**src/rtl/bf16_unit_arbiter.sv**
```systemverilog
// Purpose : round-robin share of one pipelined bf16 fmadd/fmsub datapath among NREQ requesters.
// Latency : grant at edge t drives unit_* in t+1; owner sees resp_valid in t+LATENCY+1.
// Backpres: per-requester valid/ready; arb_hold stalls new grants only. Responses cannot be stalled.
//
// Ports:
//   clk, reset (synchronous, active-low), arb_hold
//   req_valid/req_ready, req_in1/2/3, req_funct5 : per-requester slices (16/16/16/5 bits each)
//   unit_in1/2/3, unit_funct5, unit_issue       : registered issue into the datapath
//   unit_result                                  : datapath result, LATENCY cycles after unit_*
//   resp_valid (one-hot owner), resp_result      : result routed back to the requester
//   stat_count                                   : per-requester issue counters
// Build option: define BF16_ARB_STATS_EN to enable saturating stat_count counters;
// otherwise stat_count is tied to zero. LATENCY must be at least 1.
module bf16_unit_arbiter #(
  parameter int NREQ    = 2,
  parameter int LATENCY = 3,
  parameter int IDXW    = 1
) (
  input  logic                 clk,
  input  logic                 reset,
  input  logic                 arb_hold,
  input  logic [NREQ-1:0]      req_valid,
  output logic [NREQ-1:0]      req_ready,
  input  logic [16*NREQ-1:0]   req_in1,
  input  logic [16*NREQ-1:0]   req_in2,
  input  logic [16*NREQ-1:0]   req_in3,
  input  logic [5*NREQ-1:0]    req_funct5,
  output logic [15:0]          unit_in1,
  output logic [15:0]          unit_in2,
  output logic [15:0]          unit_in3,
  output logic [4:0]           unit_funct5,
  output logic                 unit_issue,
  input  logic [15:0]          unit_result,
  output logic [NREQ-1:0]      resp_valid,
  output logic [15:0]          resp_result,
  output logic [16*NREQ-1:0]   stat_count
);

  logic [IDXW-1:0] rr_ptr;
  // Low from reset until one edge after release, so no grant is offered on the
  // first cycle out of reset.
  logic            ready_en;
  logic            grant_found;
  logic [IDXW-1:0] grant_idx;
  logic [IDXW-1:0] cand_idx;
  logic            handshake;

  // Round-robin search starting just after the last winner.
  always_comb begin
    grant_found = 1'b0;
    grant_idx   = '0;
    cand_idx    = '0;
    for (int k = 1; k <= NREQ; k++) begin
      cand_idx = IDXW'((int'(rr_ptr) + k) % NREQ);
      if (!grant_found && req_valid[cand_idx]) begin
        grant_found = 1'b1;
        grant_idx   = cand_idx;
      end
    end
  end

  // A winner always has req_valid set, so an offered grant is a handshake.
  assign handshake = grant_found & ~arb_hold & ready_en & reset;
  assign req_ready = handshake ? (NREQ'(1) << grant_idx) : '0;

  always_ff @(posedge clk) begin
    if (!reset) begin
      unit_in1    <= '0;
      unit_in2    <= '0;
      unit_in3    <= '0;
      unit_funct5 <= '0;
      unit_issue  <= 1'b0;
      rr_ptr      <= IDXW'(NREQ - 1);
      ready_en    <= 1'b0;
    end else begin
      ready_en   <= 1'b1;
      unit_issue <= handshake;
      if (handshake) begin
        unit_in1    <= req_in1[int'(grant_idx)*16 +: 16];
        unit_in2    <= req_in2[int'(grant_idx)*16 +: 16];
        unit_in3    <= req_in3[int'(grant_idx)*16 +: 16];
        unit_funct5 <= req_funct5[int'(grant_idx)*5 +: 5];
        rr_ptr      <= grant_idx;
      end
    end
  end

  // Ownership tags: stage 0 lines up with unit_*, stage LATENCY with unit_result.
  logic [LATENCY:0] tag_vld;
  logic [IDXW-1:0]  tag_idx [0:LATENCY];

  always_ff @(posedge clk) begin
    if (!reset) begin
      tag_vld <= '0;
      for (int i = 0; i <= LATENCY; i++) begin
        tag_idx[i] <= '0;
      end
    end else begin
      tag_vld    <= {tag_vld[LATENCY-1:0], handshake};
      tag_idx[0] <= grant_idx;
      for (int i = 1; i <= LATENCY; i++) begin
        tag_idx[i] <= tag_idx[i-1];
      end
    end
  end

  // Gated by reset so nothing leaks out while reset is being held.
  assign resp_valid  = (tag_vld[LATENCY] && reset) ? (NREQ'(1) << tag_idx[LATENCY]) : '0;
  assign resp_result = unit_result;

`ifdef BF16_ARB_STATS_EN
  logic [15:0] stat_cnt [NREQ];

  always_ff @(posedge clk) begin
    if (!reset) begin
      for (int i = 0; i < NREQ; i++) begin
        stat_cnt[i] <= '0;
      end
    end else begin
      for (int i = 0; i < NREQ; i++) begin
        if (req_ready[i] && stat_cnt[i] != 16'hFFFF) begin
          stat_cnt[i] <= stat_cnt[i] + 16'd1;
        end
      end
    end
  end

  always_comb begin
    stat_count = '0;
    for (int i = 0; i < NREQ; i++) begin
      stat_count[i*16 +: 16] = stat_cnt[i];
    end
  end
`else
  assign stat_count = '0;
`endif

endmodule

```
**config.mk**
```make
export PLATFORM = sky130hd
export DESIGN_NAME = bf16_unit_arbiter
export DESIGN_NICKNAME = d
export VERILOG_FILES = /design/src/rtl/bf16_unit_arbiter.sv
export SDC_FILE = /design/constraint.sdc
export NUM_CORES = 1
export LEC_CHECK = 0
export CORE_UTILIZATION = 38
export CTS_BUF_LIST = sky130_fd_sc_hd__clkbuf_4 sky130_fd_sc_hd__clkbuf_8 sky130_fd_sc_hd__clkbuf_16
export DETAILED_ROUTE_END_ITERATION = 10
export PLACE_DENSITY_LB_ADDON = 0.25
export SLEW_MARGIN = 15
export SYNTH_ARGS = -nofsm -noshare
export SYNTH_HDL_FRONTEND = slang
export SYNTH_SLANG_ARGS = --single-unit
```
**constraint.sdc**
```tcl
create_clock -name clk -period 4.5 [get_ports clk]
set_clock_uncertainty 0.15 [all_clocks]
set_input_delay 1.35 -clock clk [delete_from_list [all_inputs] [get_ports clk]]
set_output_delay 1.35 -clock clk [all_outputs]
set_load 0.005 [all_outputs]
```
==> impl_metrics.tcl, run 1 <==
set metrics [dict create \
    crit_top_cell "clkdlybuf4s50_1" \
    regArea_sq_um 1260 \
    ys.warnings.count 0 \
    cpLargestDelayFamily "buffers and inverters" \
    totalWireLength_mm 9.97 \
    setup_ws_ns 0.211 \
    first_global_vias 3045 \
    die_h_um 94.6 \
    drt.antenna.violating_nets 0 \
    multi_input_area_sq_um 1460 \
    p_leak_nw 1.76 \
    seq_area_frac_synth_pct 38.7 \
    netlist_instances 386 \
    crit_slowest_cell "clkdlybuf4s50_1" \
    cts.sinks 63 \
    ctsResizeCount 0 \
    worstMarginPinSlew_ns 1.01 \
    design_power_total_mw 1.38 \
    nets 641 \
    cts_tree "yes" \
    antenna_found_initial 0 \
    dieWidth_um 94.6 \
    fin_setup_tns_ns 0 \
    path_cells "clkdlybuf4s50_1 > or2_4 > nand3_2 > nor2_1 > clkdlybuf4s50_1" \
    hold_viol 0 \
    worst-path-max-fanout 3 \
    grt_max_degree 57 \
    post_cts_buffers 0 \
    start_kind "input pin" \
    vias 3301 \
    crit_arrival_ns 2.79 \
    clkLatencyLatePin_ns 0.33 \
    clockBufferDepth 2 \
    syn_to_final_growth_pct 46.5 \
    die_area_sq_um 8950 \
    rows 33 \
    vias_per_cell 5.30 \
    preCtsSetupSlack_ns 0.206 \
    initial_core_util_pct 39.5 \
    cap_viol_max_count 0 \
    dp_hpwl_mm 6.23 \
    fin_crit_sh_pct 95.3 \
    power_density_nw_per_um2 289 \
    path_buf_inv 2 \
    fin_util_pct 57.8 \
    hp-class "reg -> reg" \
    avgSynthCellArea_sq_um 8.44 \
    ioPinCount 233 \
    slew_viol_final 0 \
    io_buffers 168 \
    dpl_cell_area_sq_um 4580 \
    status "complete, no violations" \
    layout_min_cycle_time_ns 4.29 \
    route.detailed.drc 0 \
    path_clk_slew_ns 0.07 \
    synth-seq-cells 63 \
    instances_no_fill 623 \
    cts_buffers 9 \
    timing.fmax_ghz 0.233 \
    hold_ws_ns 0.276 \
    netlist_area_sq_um 3260 \
    routedWlPerCell_um 16.0 \
    synth_cell_types 25 \
    drt_iter0_drc 121 \
    core_sq_um 8260 \
    grt_util_met1_pct 26.8 \
    grt_setup_unrepaired "no" \
    final_layout_size_suffix_gt1_share_pct 5.98 \
    dr.pass1.iters 6 \
    grt_util_met2_pct 37.2 \
    setup_viol 0 \
    dp.cells 608 \
    grt_first_pass_wirelength_mm 15.2 \
    slew_headroom_pct 32.8 \
    antenna_cells 0 \
    grtUsageTotal_pct 22.0 \
    ctsHoldBuffers 0 \
    worstPathRequired_ns 3.00 \
    fillCellCount 784 \
    endpoint_kind "output port" \
    cts_root_buf "clkbuf_8" \
    cts_max_level 3 \
    crit_type "in -> out" \
    max_stage_delay_ns 0.56 \
    place_congestion 0.722 \
    vdd_drop_max_uv 151 \
    overflow 0 \
    busiest_layer "met2" \
    grtUsageMet3_pct 4.83 \
    stdcell_area_sq_um 4770 \
]
flip-flops by register name (all words and copies together) (netlist names):
signal / count
unit_funct5: 5
rr_ptr: 1
ready_en: 1
unit_in1: 16
unit_in3: 16
tag_idx: 4
tag_vld: 4
unit_in2: 16
report_power, final:
group,internal (mW),total (mW),switching (mW)
Combinational,0.164,0.290,0.127
Sequential,0.584,0.598,0.0136
Clock,0.268,0.489,0.221
Total,1.02,1.38,0.362
layout by cell type, fill, tap and decap left out, drive strengths merged, types with 2 or more instances in the layout:
cell type	n
nor2	4
clkinvlp	2
nand2	107
a311oi	53
a31oi	42
inv	2
and2	7
conb	32
clkbuf	10
dfxtp	63
clkinv	2
and3	2
buf	6
a21oi	12
clkdlybuf4s50	167
final timing paths:
kind / start / to / slack (ns) / cells past startpoint
setup reg to reg: ready_en$_DFF_P_ / unit_in3[4]$_SDFFE_PN0P_ / 2.70 / 4
setup / recovery: req_valid[0] / req_ready[0] / 0.21 / 5
hold reg to reg: tag_idx[1]$_DFF_P_ / tag_idx[2]$_DFF_P_ / 0.28 / 1
hold / removal: tag_idx[1]$_DFF_P_ / tag_idx[2]$_DFF_P_ / 0.28 / 1
metal layers:
layer	part of all wire [%]	vias up	wire length, um
li1	-	1560	-
met5	0	-	0
met1	43	1560	4250
met3	7.7	17	771
met2	48	164	4760
met4	1.8	0	180
synthesized netlist by cell type:
master,n,share of area [%]
buf_2,17,2.6
buf_6,8,2.8
a31oi_1,42,8.1
buf_4,53,12
inv_2,2,0.23
and2_4,1,0.27
a21bo_1,1,0.31
conb_1,1,0.12
o21ai_0,1,0.15
a21oi_1,12,1.8
nand2_1,107,12
dfxtp_1,63,39
buf_12,1,0.61
a21boi_4,1,0.58
clkbuf_8,1,0.42
a311oi_2,2,0.92
nand3_2,1,0.31
and2_1,6,1.2
buf_8,1,0.46
nor2_1,4,0.46
and3_1,2,0.38
clkbuf_1,6,0.69
or2_4,1,0.27
nor2b_4,1,0.42
a311oi_1,51,14
worst register-to-register path: stages (launching register included):
cell      delay, ns
dfxtp_1        0.32
nor2b_4        0.15
buf_4          0.53
and2_4         0.38
a311oi_1       0.11
cell families (layout without fill, tap and decap cells):
logic type / after synthesis / count (layout) / share of synthesized area (%)
other: 1 / 32 / 0.115
AO/OA/AOI/OAI: 110 / 110 / 25.6
buffers and inverters: 89 / 190 / 20.0
flip-flops: 63 / 63 / 38.7
AND/OR/NAND/NOR: 123 / 123 / 15.6
layout make-up:
| cell class | instances | area share [%] |
|---|---|---|
| Clock buffer | 10 | 2.88 |
| Clock inverter | 5 | 1.23 |
| Inverter | 2 | 0.157 |
| Multi-Input combinational cell | 265 | 30.6 |
| Sequential cell | 63 | 26.4 |
| Tap cell | 105 | 2.75 |
| Timing Repair Buffer | 173 | 35.9 |
Note: power is estimated with default switching activity, not from simulation.
==> inputs of run 2 (changes only) <==
--- a/config.mk
+++ b/config.mk
@@ -5,8 +5,9 @@
 export SDC_FILE = /design/constraint.sdc
 export NUM_CORES = 1
 export LEC_CHECK = 0
-export CORE_UTILIZATION = 38
-export CTS_BUF_LIST = sky130_fd_sc_hd__clkbuf_4 sky130_fd_sc_hd__clkbuf_8 sky130_fd_sc_hd__clkbuf_16
+export CORE_ASPECT_RATIO = 1.5
+export CORE_UTILIZATION = 39
+export CTS_BUF_LIST = sky130_fd_sc_hd__clkbuf_4
 export DETAILED_ROUTE_END_ITERATION = 10
 export PLACE_DENSITY_LB_ADDON = 0.25
 export SLEW_MARGIN = 15
==> impl_metrics.tcl, run 2 (same netlist as run 1, synthesis figures left out) <==
set metrics [dict create \
    fin_crit_sh_pct 95.9 \
    fin_setup_tns_ns 0 \
    grt_setup_unrepaired "no" \
    dp_hpwl_mm 6.64 \
    start_kind "input pin" \
    path_clk_slew_ns 0.11 \
    power_density_nw_per_um2 271 \
    initial_core_util_pct 40.4 \
    cts_tree "yes" \
    route.detailed.drc 0 \
    crit_type "in -> out" \
    endpoint_kind "output port" \
    totalWireLength_mm 10.3 \
    worst-path-max-fanout 3 \
    ctsResizeCount 0 \
    clkLatencyLatePin_ns 0.40 \
    routedWlPerCell_um 16.5 \
    timing.fmax_ghz 0.232 \
    die_area_sq_um 8730 \
    slew_viol_final 0 \
    hold_ws_ns 0.295 \
    layout_commonest_cell "clkdlybuf4s50_1" \
    reg_top3 "unit_in1: 16 flops, unit_in2: 16 flops, unit_in3: 16 flops" \
    nets 642 \
    core_sq_um 8060 \
    post_cts_buffers 0 \
    setup_ws_ns 0.185 \
    antenna_found_initial 0 \
    drt_iter0_drc 177 \
    dpl_cell_area_sq_um 4580 \
    fin_util_pct 58.6 \
    layout_min_cycle_time_ns 4.32 \
    status "complete, no violations" \
    place_congestion 0.835 \
    vdd_drop_max_uv 156 \
    ioPinCount 233 \
    overflow 0 \
    die_h_um 114 \
    grt_max_degree 57 \
    cts_root_buf "clkbuf_4" \
    dieWidth_um 76.6 \
    vias_per_cell 5.34 \
    antenna_cells 0 \
    vias 3337 \
    rows 40 \
    layout_common_cells "clkdlybuf4s50_1, nand2_1, dfxtp_1" \
    worstPathRequired_ns 3.00 \
    slew_headroom_pct 33.3 \
    hp-class "reg -> reg" \
    cts_buffers 9 \
    ff2ff_path_depth 4 \
    cts_max_level 3 \
    preCtsSetupSlack_ns 0.189 \
    cts.sinks 63 \
    instances_no_fill 625 \
    hold_viol 0 \
    drt.antenna.violating_nets 0 \
    first_global_vias 3196 \
    worstMarginPinSlew_ns 0.998 \
    stdcell_area_sq_um 4720 \
    clockBufferDepth 2 \
    design_power_total_mw 1.28 \
    whs_path_depth 1 \
    dp.cells 609 \
    ctsHoldBuffers 0 \
    final_layout_size_suffix_gt1_share_pct 6.15 \
    io_buffers 168 \
    syn_to_final_growth_pct 45.0 \
    setup_viol 0 \
    grt_first_pass_wirelength_mm 15.9 \
    p_leak_nw 1.74 \
    cap_viol_max_count 0 \
    crit_arrival_ns 2.82 \
    grtUsageTotal_pct 23.4 \
    dr.pass1.iters 4 \
]
[run 2: final timing paths]
path,from,end,slack [ns]
worst max-delay path,req_valid[0],req_ready[1],0.18
worst min-delay path,tag_vld[1]$_SDFF_PN0_,tag_vld[2]$_SDFF_PN0_,0.30
worst max register to register,ready_en$_DFF_P_,unit_in3[2]$_SDFFE_PN0P_,2.60
worst min register to register,tag_vld[1]$_SDFF_PN0_,tag_vld[2]$_SDFF_PN0_,0.30
[run 2: layout make-up]
| type | instances | area [sq um] |
|---|---|---|
| Inverter | 2 | 7.51 |
| Clock buffer | 9 | 67.6 |
| Multi-Input combinational cell | 265 | 1460 |
| Tap cell | 105 | 131 |
| Timing Repair Buffer | 174 | 1720 |
| Sequential cell | 63 | 1260 |
| Clock inverter | 7 | 72.6 |
| Fill cell | 767 | 3330 |
[run 2: worst max-delay path, stage by stage]
cell and delay [ns]:
clkdlybuf4s50_1 0.56, or2_4 0.16, nand3_2 0.10, nor2_1 0.13, clkdlybuf4s50_1 0.51
[run 2: per-layer routing]
metal  track usage, %  share of wire [%]  wire length [um]  up-vias
li1                 -                  -                 -     1567
met3             4.40                5.3               543       38
met1             25.6                 39              3990     1567
met2             41.9                 52              5360      165
met4             13.6                3.9               397        0
met5                0                  0                 0        -
[run 2: report_power, final]
group | switching, mW | internal [mW]
clock | 0.218 | 0.170
combinational | 0.128 | 0.165
sequential | 0.0135 | 0.584
total | 0.359 | 0.919
